## src/rtl/hazard3_pwrup_arbiter.sv

```systemverilog
// Shares one upstream 4-phase power-up handshake between N_REQ requesters.
// Ports: clk/rst, req_i/ack_o per requester, force_on, up_req/up_ack upstream, up_active.
module hazard3_pwrup_arbiter #(
  parameter int N_REQ   = 2,
  parameter int HOLDOFF = 4
) (
  input  logic             clk,
  input  logic             rst,
  input  logic [N_REQ-1:0] req_i,
  output logic [N_REQ-1:0] ack_o,
  input  logic             force_on,
  output logic             up_req,
  input  logic             up_ack,
  output logic             up_active
);

  localparam int CW = $clog2(HOLDOFF + 1);

  typedef enum logic [2:0] {
    S_UP         = 3'd0,
    S_HOLD       = 3'd1,
    S_GOING_DOWN = 3'd2,
    S_DOWN       = 3'd3,
    S_GOING_UP   = 3'd4
  } state_t;

  state_t        state;
  state_t        state_n;
  logic [CW-1:0] cnt;
  logic [CW-1:0] cnt_n;
  logic          up_req_n;
  logic          up_ok;
  logic          demand;
  logic          idle;

  // Power is good now, or becomes good on this very edge.
  assign up_ok = (state == S_UP) || (state == S_HOLD) ||
                 ((state == S_GOING_UP) && up_ack);
  assign demand = (|req_i) || force_on;
  assign idle   = !demand && !(|ack_o);

  always_comb begin
    state_n  = state;
    cnt_n    = cnt;
    up_req_n = up_req;
    case (state)
      S_UP: begin
        if (idle) begin
          state_n = S_HOLD;
          cnt_n   = CW'(HOLDOFF);
        end
      end
      S_HOLD: begin
        if (demand) begin
          state_n = S_UP;
        end else if (cnt == CW'(1)) begin
          state_n  = S_GOING_DOWN;
          up_req_n = 1'b0;
        end else begin
          cnt_n = cnt - CW'(1);
        end
      end
      S_GOING_DOWN: begin
        // The upstream handshake must finish before we may re-request.
        if (!up_ack) begin
          if (demand) begin
            state_n  = S_GOING_UP;
            up_req_n = 1'b1;
          end else begin
            state_n = S_DOWN;
          end
        end
      end
      S_DOWN: begin
        if (demand) begin
          state_n  = S_GOING_UP;
          up_req_n = 1'b1;
        end
      end
      S_GOING_UP: begin
        if (up_ack) begin
          state_n = S_UP;
        end
      end
      default: begin
        state_n  = S_UP;
        up_req_n = 1'b1;
      end
    endcase
  end

  always_ff @(posedge clk) begin
    if (rst) begin
      state     <= S_UP;
      cnt       <= '0;
      up_req    <= 1'b1;
      ack_o     <= '1;
      up_active <= 1'b1;
    end else begin
      state     <= state_n;
      cnt       <= cnt_n;
      up_req    <= up_req_n;
      ack_o     <= req_i & (ack_o | {N_REQ{up_ok}});
      up_active <= (state_n == S_UP) || (state_n == S_HOLD);
    end
  end

endmodule

```

## config.mk

```make
export PLATFORM = sky130hd
export DESIGN_NAME = hazard3_pwrup_arbiter
export DESIGN_NICKNAME = d
export VERILOG_FILES = /design/src/rtl/hazard3_pwrup_arbiter.sv
export SDC_FILE = /design/constraint.sdc
export NUM_CORES = 1
export LEC_CHECK = 0
export ABC_AREA = 1
export CAP_MARGIN = 30
export CORE_AREA = 4 4 41 43
export DETAILED_ROUTE_END_ITERATION = 16
export DIE_AREA = 0 0 45 47
export GPL_TIMING_DRIVEN = 0
export PLACE_DENSITY_LB_ADDON = 0.2
export SLEW_MARGIN = 20
export SYNTH_ARGS = -nofsm -noshare
export SYNTH_HDL_FRONTEND = slang
export SYNTH_SLANG_ARGS = --single-unit
export TNS_END_PERCENT = 5
```

## constraint.sdc

```tcl
create_clock -name clk -period 1.57 [get_ports clk]
set_clock_uncertainty 0.2 [all_clocks]
set_input_delay 0.157 -clock clk [delete_from_list [all_inputs] [get_ports clk]]
set_output_delay 0.157 -clock clk [all_outputs]
set_load 0.03 [all_outputs]
```

# Yosys cells after proc, flatten, opt, wreduce, memory -nomap -nowiden
# Index checks and enable logic that the tools add are counted.
[totals]
regBits = 10
input_bits = 6
output_inout_bits = 4
wordCells = 53
[classes]
addsub = 1
n_eq_ne = 11
mux = 17
bitwise = 3
n_reduce_logical = 16
[op_table]
columns = ["op", "count"]
rows = [
  ["$mux 3", 10],
  ["$pmux 3 s5", 1],
  ["$eq 3x1->1 const B", 3],
  ["$ne 2x2->1 const B", 4],
  ["$reduce_and 4->1", 2],
  ["$eq 3x2->1 const B", 2],
  ["$logic_not 3->1", 2],
  ["$pmux 3 s2", 1],
  ["$reduce_or 2->1", 3],
  ["$logic_or 1x1->1", 4],
  ["$mux 1", 4],
  ["$pmux 1 s4", 1],
  ["$eq 3x3->1 const B", 1],
  ["$sub 3x1->3 const B", 1],
  ["$and 2x2->2", 1],
  ["$logic_and 1x1->1", 2],
  ["$logic_not 1->1", 2],
  ["$ne 2x1->1 const B", 1],
  ["$or 2x2->2", 1],
  ["$reduce_bool 2->1", 1],
  ["$not 1->1", 1],
]

# Depth between registers and ports, before layout
# Gate-level depths: netlist (run 1).
[depth]
depth_word = 8
depth_mapped = 9
depth_no_buf = 9

# Worst setup path after synthesis (run 1)
# OpenSTA, ideal clock, no wires.
[synth_timing]
path_kind = "register to register"
startpoint = "register ack_o[1]"
endpoint = "register cnt[0]"
setup_ps = 114
arrival_ps = 965
t_required_ps = 1256
setup_slack_ps = 291
stages_incl_launch_ff = 8
n_path_buf = 0
synth_period_minus_slack_ps = 1279
cell_sequence = "dfxtp_1 -> nor2_1 -> nand3_1 -> nand2_2 -> nand3_2 -> nand2_1 -> nand2_1 -> nor2_1"
[synth_via]
elab_chain_len = 5
[synth_lines]
columns = ["item", "line_no", "text"]
rows = [
  ["from (decl)", "10", "output logic [N_REQ-1:0] ack_o,"],
  ["from (signal assigned)", "103", "ack_o <= req_i & (ack_o | {N_REQ{up_ok}});"],
  ["$reduce_or 2->1", "40", "assign idle = !demand && !(|ack_o);"],
  ["$logic_not 1->1", "40", ""],
  ["$logic_and 1x1->1", "40", ""],
  ["$ne 2x2->1 (no line)", "-", ""],
  ["$reduce_and 4->1 (no line)", "-", ""],
  ["to (signal assigned)", "101", "cnt <= cnt_n;"],
  ["to (decl)", "29", "logic [CW-1:0] cnt;"],
]
# Every way passes these cells.
# A chain may end at the register's enable or synchronous reset.

# Worst setup path in the final report (run 1)
[layout_timing]
startpoint = "register cnt[1]"
endpoint = "register cnt[0]"
[layout_via]
elab_chain_len = 3
[layout_lines]
columns = ["item", "line_no", "text"]
rows = [
  ["$eq 3x1->1", "56", "end else if (cnt == CW'(1)) begin"],
  ["$ne 2x2->1 (no line)", "-", ""],
  ["$reduce_and 4->1 (no line)", "-", ""],
]
# Every way passes these cells.

==> results of run 1 <==
## area by class of cell
| class | count | area [µm²] | area share (%) |
|---|---|---|---|
| sequential | 10 | 200.2 | 28.17 |
| clock buffer | 4 | 36.28 | 5.106 |
| multi-input combinational | 66 | 321.6 | 45.25 |
| timing repair buffer | 9 | 85.08 | 11.97 |
| inverter | 13 | 48.80 | 6.866 |
| tap | 15 | 18.77 | 2.641 |
## layer usage
metal / GRT usage [%] / vias to the layer above
met4: 12.28 / 0
met5: 0 / -
met3: 2.682 / 4
met2: 26.27 / 25
met1: 17.93 / 256
li1: - / 313
## logic make-up (layout without fill, tap and decap cells)
group	count (synthesis)	count (layout)	synth area share, %
AOI/OAI and AO/OA	15	15	13.38
adders and majority gates	2	2	4.385
buffers and inverters	13	26	8.551
DFF	10	10	35.09
and+or+nand+nor	49	49	38.60
## power by group
group          internal (W)  leakage [nW]  total [W]  switching (W)
sequential         0.000258        0.0813   0.000261     0.00000291
clock              0.000141        0.0210   0.000243       0.000102
combinational     0.0000198         0.204  0.0000459      0.0000262
total              0.000418         0.306   0.000549       0.000131
## timing repair
action                                  in CTS  in global routing
buffers inserted                             0                  0
gates resized for setup                      4                  0
endpoints found under the setup margin       4                  0
## per-stage QoR
step,hold WS (ns),worst slack (ns),util [%],power (W)
2_1_floorplan,0.02607,0.2914,-,0.0002889
3_3_place_gp,0.2588,-0.06819,52.21,0.0003144
3_5_place_dp,0.2547,-0.09894,52.21,0.0003145
4_1_cts,0.2556,0.1558,54.62,0.0005510
5_1_grt,0.2898,0.01177,54.62,0.0005661
6_report,0.2508,0.1549,54.62,0.0005494
## sequential cells by signal, indices dropped and copies added, names as in the netlist
name       cells
state          3
up_active      1
cnt            3
up_req         1
ack_o          2
## how the worst max path moves through the flow
stage                           end  slack, ns  depth (start not counted)
after global placement    up_active      -0.07                          7
after floorplan              cnt[0]       0.29                          7
after global routing         cnt[0]       0.01                          8
after CTS                    cnt[0]       0.16                          8
after detailed placement  up_active       -0.1                          7
final                        cnt[0]       0.15                          8
## Yosys cell counts, drive strengths merged
| cell | count |
|---|---|
| nand2 | 25 |
| nor3 | 2 |
| inv | 12 |
| nor2 | 13 |
| nand3 | 7 |
| clkinv | 1 |
| ha | 2 |
| a21oi | 9 |
| nand4 | 2 |
| o22ai | 1 |
| dfxtp | 10 |
| o21ai | 5 |
## critical path, stage by stage (launching register included)
cell and delay (ns):
dfxtp_1 0.33, inv_1 0.06, ha_1 0.19, nand3_1 0.08
nand2_1 0.06, clkinv_1 0.08, nand3_2 0.11, a21oi_1 0.15
nor2_1 0.05
==> flow_summary.ini, run 1 <==
[outcome]
status = finished clean

[critical_path]
start_kind = flip-flop
cp-startpoint = cnt[1]
cp-end-kind = flip-flop
cp.arrival_ns = 1.38
r2r-start = cnt[1]
r2r-end = cnt[0]
crit_required_ns = 1.54
critical_path.max_fanout = 4
r2r_slack_ns = 0.15
rr_worst_depth = 8
critPathKind = reg2reg

[clock_tree]
cts_made_buffers = 3
clock_sinks = 10
insertion_delay_ns = 0.27
clock-root-buffer = clkbuf_4
cts_tree = yes
hold_buffers = 0
path_clk_slew_ns = 0.08
cts_buffer_depth = 2
cts_max_level = 1

[routing]
route.met3.wl_um = 89
vias = 598
met1_length_um = 616
wl_met2_um = 573
drt_iter0_drc = 15
vias_per_cell = 5.111
routed.top_layer = met4
drt_pass1_iterations = 4
drc = 0
drtAntennaViolNets = 0
drt-total-wl_mm = 1.322
wl_per_cell_um = 11.30

[die]
start_util_pct = 43.85
fp.coreArea_um2 = 1301
ios = 10
die_h_um = 47
rows = 13
fp.dieArea_um2 = 2115
dieWidth_um = 45

[min_path]
hold_path.class = in2reg
whs_path_depth = 3
hold_path_startpoint = req_i[0]
hold_end = ack_o[0]

[finish]
layout-drive-gt1-share_pct = 9.804
syn2layout_area_growth_pct = 24.56
layout_common_cells = nand2_1 (23), inv_1 (11), nor2_1 (11)
fin_cells = 117
layout_commonest_cell = nand2_1
n_fill_cell = 147
design_area_um2 = 710.7
n_antenna_cell = 0
final_nets = 111

[sta]
max-slew-margin-rel_pct = 79.71
worstMarginPinSlew_ns = 0.3055
rsz0062_at_grt = false
fin_crit_sh_pct = 90.13
fin_crit_ns = 1.415
final_hold_viol_count = 0
maxSlewViolCount = 0
fmax_mhz = 706.7
fin_tns_setup_ns = 0
setup_viol = 0

[yosys]
synth_cell_types = 18
synthCells = 89
ys_ff_latch = 10
yosysWarnings = 0
synth_seq_area_share_pct = 35.09
synth_top_area_cell = dfxtp_1
syn_avg_cell_area_um2 = 6.411
syn-num-nets = 97
synth_area_leaders = dfxtp_1 (35%), nand2_1 (15%), a21oi_1 (7.9%), inv_1 (7.2%), nor2_1 (7.2%)
netlist_area_um2 = 570.5
synth_top_area_share_pct = 35.09

[global_routing]
grt_max_degree = 7
antenna_found_initial = 0
grt_overflow_total = 0
track_usage_pct = 15.78
grt_pass1_vias = 555
grt_first_pass_wirelength_mm = 2.325

[pwr]
vdd_ir_drop_max_v = 0.0004667
leakage_nw = 0.3060
p_per_area_nw_per_um2 = 773.0

[placement]
place_area_um2 = 679.4
dp_hpwl_mm = 1.027
portBuffers = 9
dp.cells = 113
place_congestion = 0.7992

[run]
drv_cap = 0
No activity file was read; power rests on OpenSTA's default activity.
==> run 2: changes to the inputs <==
--- a/config.mk
+++ b/config.mk
@@ -5,11 +5,11 @@
 export SDC_FILE = /design/constraint.sdc
 export NUM_CORES = 1
 export LEC_CHECK = 0
-export ABC_AREA = 1
+export ABC_AREA = 0
 export CAP_MARGIN = 30
-export CORE_AREA = 4 4 41 43
+export CORE_MARGIN = 4
+export CORE_UTILIZATION = 25
 export DETAILED_ROUTE_END_ITERATION = 16
-export DIE_AREA = 0 0 45 47
 export GPL_TIMING_DRIVEN = 0
 export PLACE_DENSITY_LB_ADDON = 0.2
 export SLEW_MARGIN = 20
==> flow_summary.ini, run 2 <==
[sta]
fin_tns_setup_ns = -0.05340
worstMarginPinSlew_ns = 0.4936
fin_crit_sh_pct = 102.9
setup_viol = 2
rsz0062_at_grt = true
fmax_mhz = 619.3
final_hold_viol_count = 0
maxSlewViolCount = 0
worst_slack_ns = -0.04485
max-slew-margin-rel_pct = 67.09
fin_crit_ns = 1.615

[clock_tree]
hold_buffers = 0
cts_max_level = 1
insertion_delay_ns = 0.27
path_clk_slew_ns = 0.07
cts_buffer_depth = 2
cts_made_buffers = 3
cts_tree = yes
clock_sinks = 10
clock-root-buffer = clkbuf_4

[die]
ios = 10
start_util_pct = 26.58
die_h_um = 53.90
fp.coreArea_um2 = 1982
rows = 16
dieWidth_um = 53.90
fp.dieArea_um2 = 2905

[run]
drv_cap = 0

[global_routing]
grt_overflow_total = 0
grt_pass1_vias = 437
grt_max_degree = 11
antenna_found_initial = 0
track_usage_pct = 9.472
grt_first_pass_wirelength_mm = 1.897

[finish]
layout_common_cells = dfxtp_1 (7), a21oi_1 (5), o21ai_0 (5)
n_antenna_cell = 0
layout_commonest_cell = dfxtp_1
layout-drive-gt1-share_pct = 30.26
design_area_um2 = 753.2
post-route-util_pct = 38.01
reg.largest.list = cnt: 3 flops, state: 3 flops, ack_o: 2 flops
syn2layout_area_growth_pct = 42.99
final_nets = 85

[min_path]
whs_path_depth = 2
hold_path_startpoint = rst
hold_end = cnt[0]
hold_path.class = in2reg

[yosys]
ys_ff_latch = 10
syn-num-nets = 68
synth_area_leaders = dfxtp_1 (38%), a21oi_1 (5.7%), a2111oi_4 (5.2%), ha_1 (4.8%), nor3_1 (4.8%)
synth_edf_count = 0
synth_top_area_cell = dfxtp_1
ys.flop_type = dfxtp_1
syn_avg_cell_area_um2 = 8.779
netlist_area_um2 = 526.8
synth_top_area_share_pct = 38.00
synth_cell_types = 25
synth_seq_area_share_pct = 38.00
ys_async_sr_fraction_pct = 0
yosysWarnings = 0
ys_top_cells_by_count = dfxtp_1 (10), a21oi_1 (6), nor3_1 (5), o21ai_0 (5)
synth.most_common_cell = dfxtp_1
synthCells = 60

[critical_path]
r2r-end = cnt[1]
r2r_slack_ns = -0.04
cp.arrival_ns = 1.61
critical_path.max_fanout = 4
rr_worst_depth = 6
start_kind = flip-flop
critPathKind = reg2reg
crit_required_ns = 1.57
r2r-start = cnt[1]
cp-end-kind = flip-flop

[pwr]
combPwrFrac_pct = 8.0
swShare_pct = 22.90
leakage_nw = 0.2403
cellInternalPower_w = 0.0004172
p_seq_share_pct = 47.8
p_clk_share_pct = 44.1
power_switching_w = 0.0001239
vdd_ir_drop_max_v = 0.0003980
p_per_area_nw_per_um2 = 718.4

[placement]
place_area_um2 = 649.4
portBuffers = 8
dp_slack_ns = -0.2874
place_congestion = 0.7042
dp_hpwl_um = 840.7

[outcome]
violations = setup timing
status = complete, but fails checks

[routing]
drc = 0
drtAntennaViolNets = 0
vias_per_cell = 4.709
wl_per_cell_um = 11.22
drt_iter0_drc = 1
drt_pass1_iterations = 2
vias = 485
drt-total-wl_mm = 1.156
run 2: changes by cell type after synthesis, moves of 3 or more:
cell	change
nand3_1	-6
nor2_1	-7
nor3_1	+3
nand2b_1	+3
nand2_1	-19
a21oi_1	-3
inv_1	-8
run 2: power groups by stage:
stage          registers (W)   logic, W  clock network [W]
2_1_floorplan       0.000270  0.0000165                  0
3_3_place_gp        0.000265  0.0000429                  0
3_5_place_dp        0.000265  0.0000428                  0
4_1_cts             0.000259  0.0000411           0.000243
5_1_grt             0.000259  0.0000476           0.000256
6_report            0.000259  0.0000435           0.000239
run 2: cells by family after synthesis:
kind of cell | count (synthesis) | synth area share (%)
simple gates | 24 | 26.13
flops | 10 | 38.00
buf+inv | 7 | 8.074
compound gates | 17 | 23.04
fa+ha+maj | 2 | 4.750
run 2: cell type report:
type	count	area, µm²
Sequential cell	10	203.9
Clock buffer	4	36.28
Buffer	4	31.28
Multi-Input combinational cell	43	331.6
Timing Repair Buffer	12	105.1
Inverter	3	11.26
Tap cell	27	33.78
Fill cell	210	1229
run 2: worst max path at each step:
| stage | endpoint | slack, ns | from | cells after the start |
|---|---|---|---|---|
| 5_1_grt | cnt[1] | -0.14 | state[1] | 5 |
| 4_1_cts | cnt[1] | -0.08 | cnt[1] | 6 |
| 3_5_place_dp | cnt[2] | -0.29 | req_i[1] | 4 |
| 3_3_place_gp | up_active | -0.27 | req_i[1] | 6 |
| 2_1_floorplan | cnt[1] | 0.006 | cnt[0] | 5 |
| 6_report | cnt[1] | -0.04 | cnt[1] | 6 |
run 2: metrics by stage:
step / hold WS, ns / total power [W] / std cells
6_report: 0.09665 / 0.0005411 / 103
5_1_grt: 0.1606 / 0.0005633 / 103
4_1_cts: 0.06550 / 0.0005427 / 100
3_5_place_dp: 0.2498 / 0.0003078 / 95
3_3_place_gp: 0.2403 / 0.0003077 / 95
2_1_floorplan: 0.1019 / 0.0002865 / 60
run 2: layer usage:
metal	track usage (%)	part of all wire, %
met3	4.986	5.5
met4	3.830	1.2
met2	14.72	44
met5	0	0
met1	10.80	49
run 2: timing repair:
item,CTS,global route
setup buffers,1,3
pin swaps,1,2
gates resized for setup,6,9
endpoints found under the setup margin,8,5
run 2: worst max-delay path: stages (launching register included):
cell	delay (ns)
dfxtp_2	0.33
inv_2	0.05
ha_4	0.15
nand3b_1	0.13
o2111ai_4	0.15
or3_1	0.42
a21oi_2	0.11
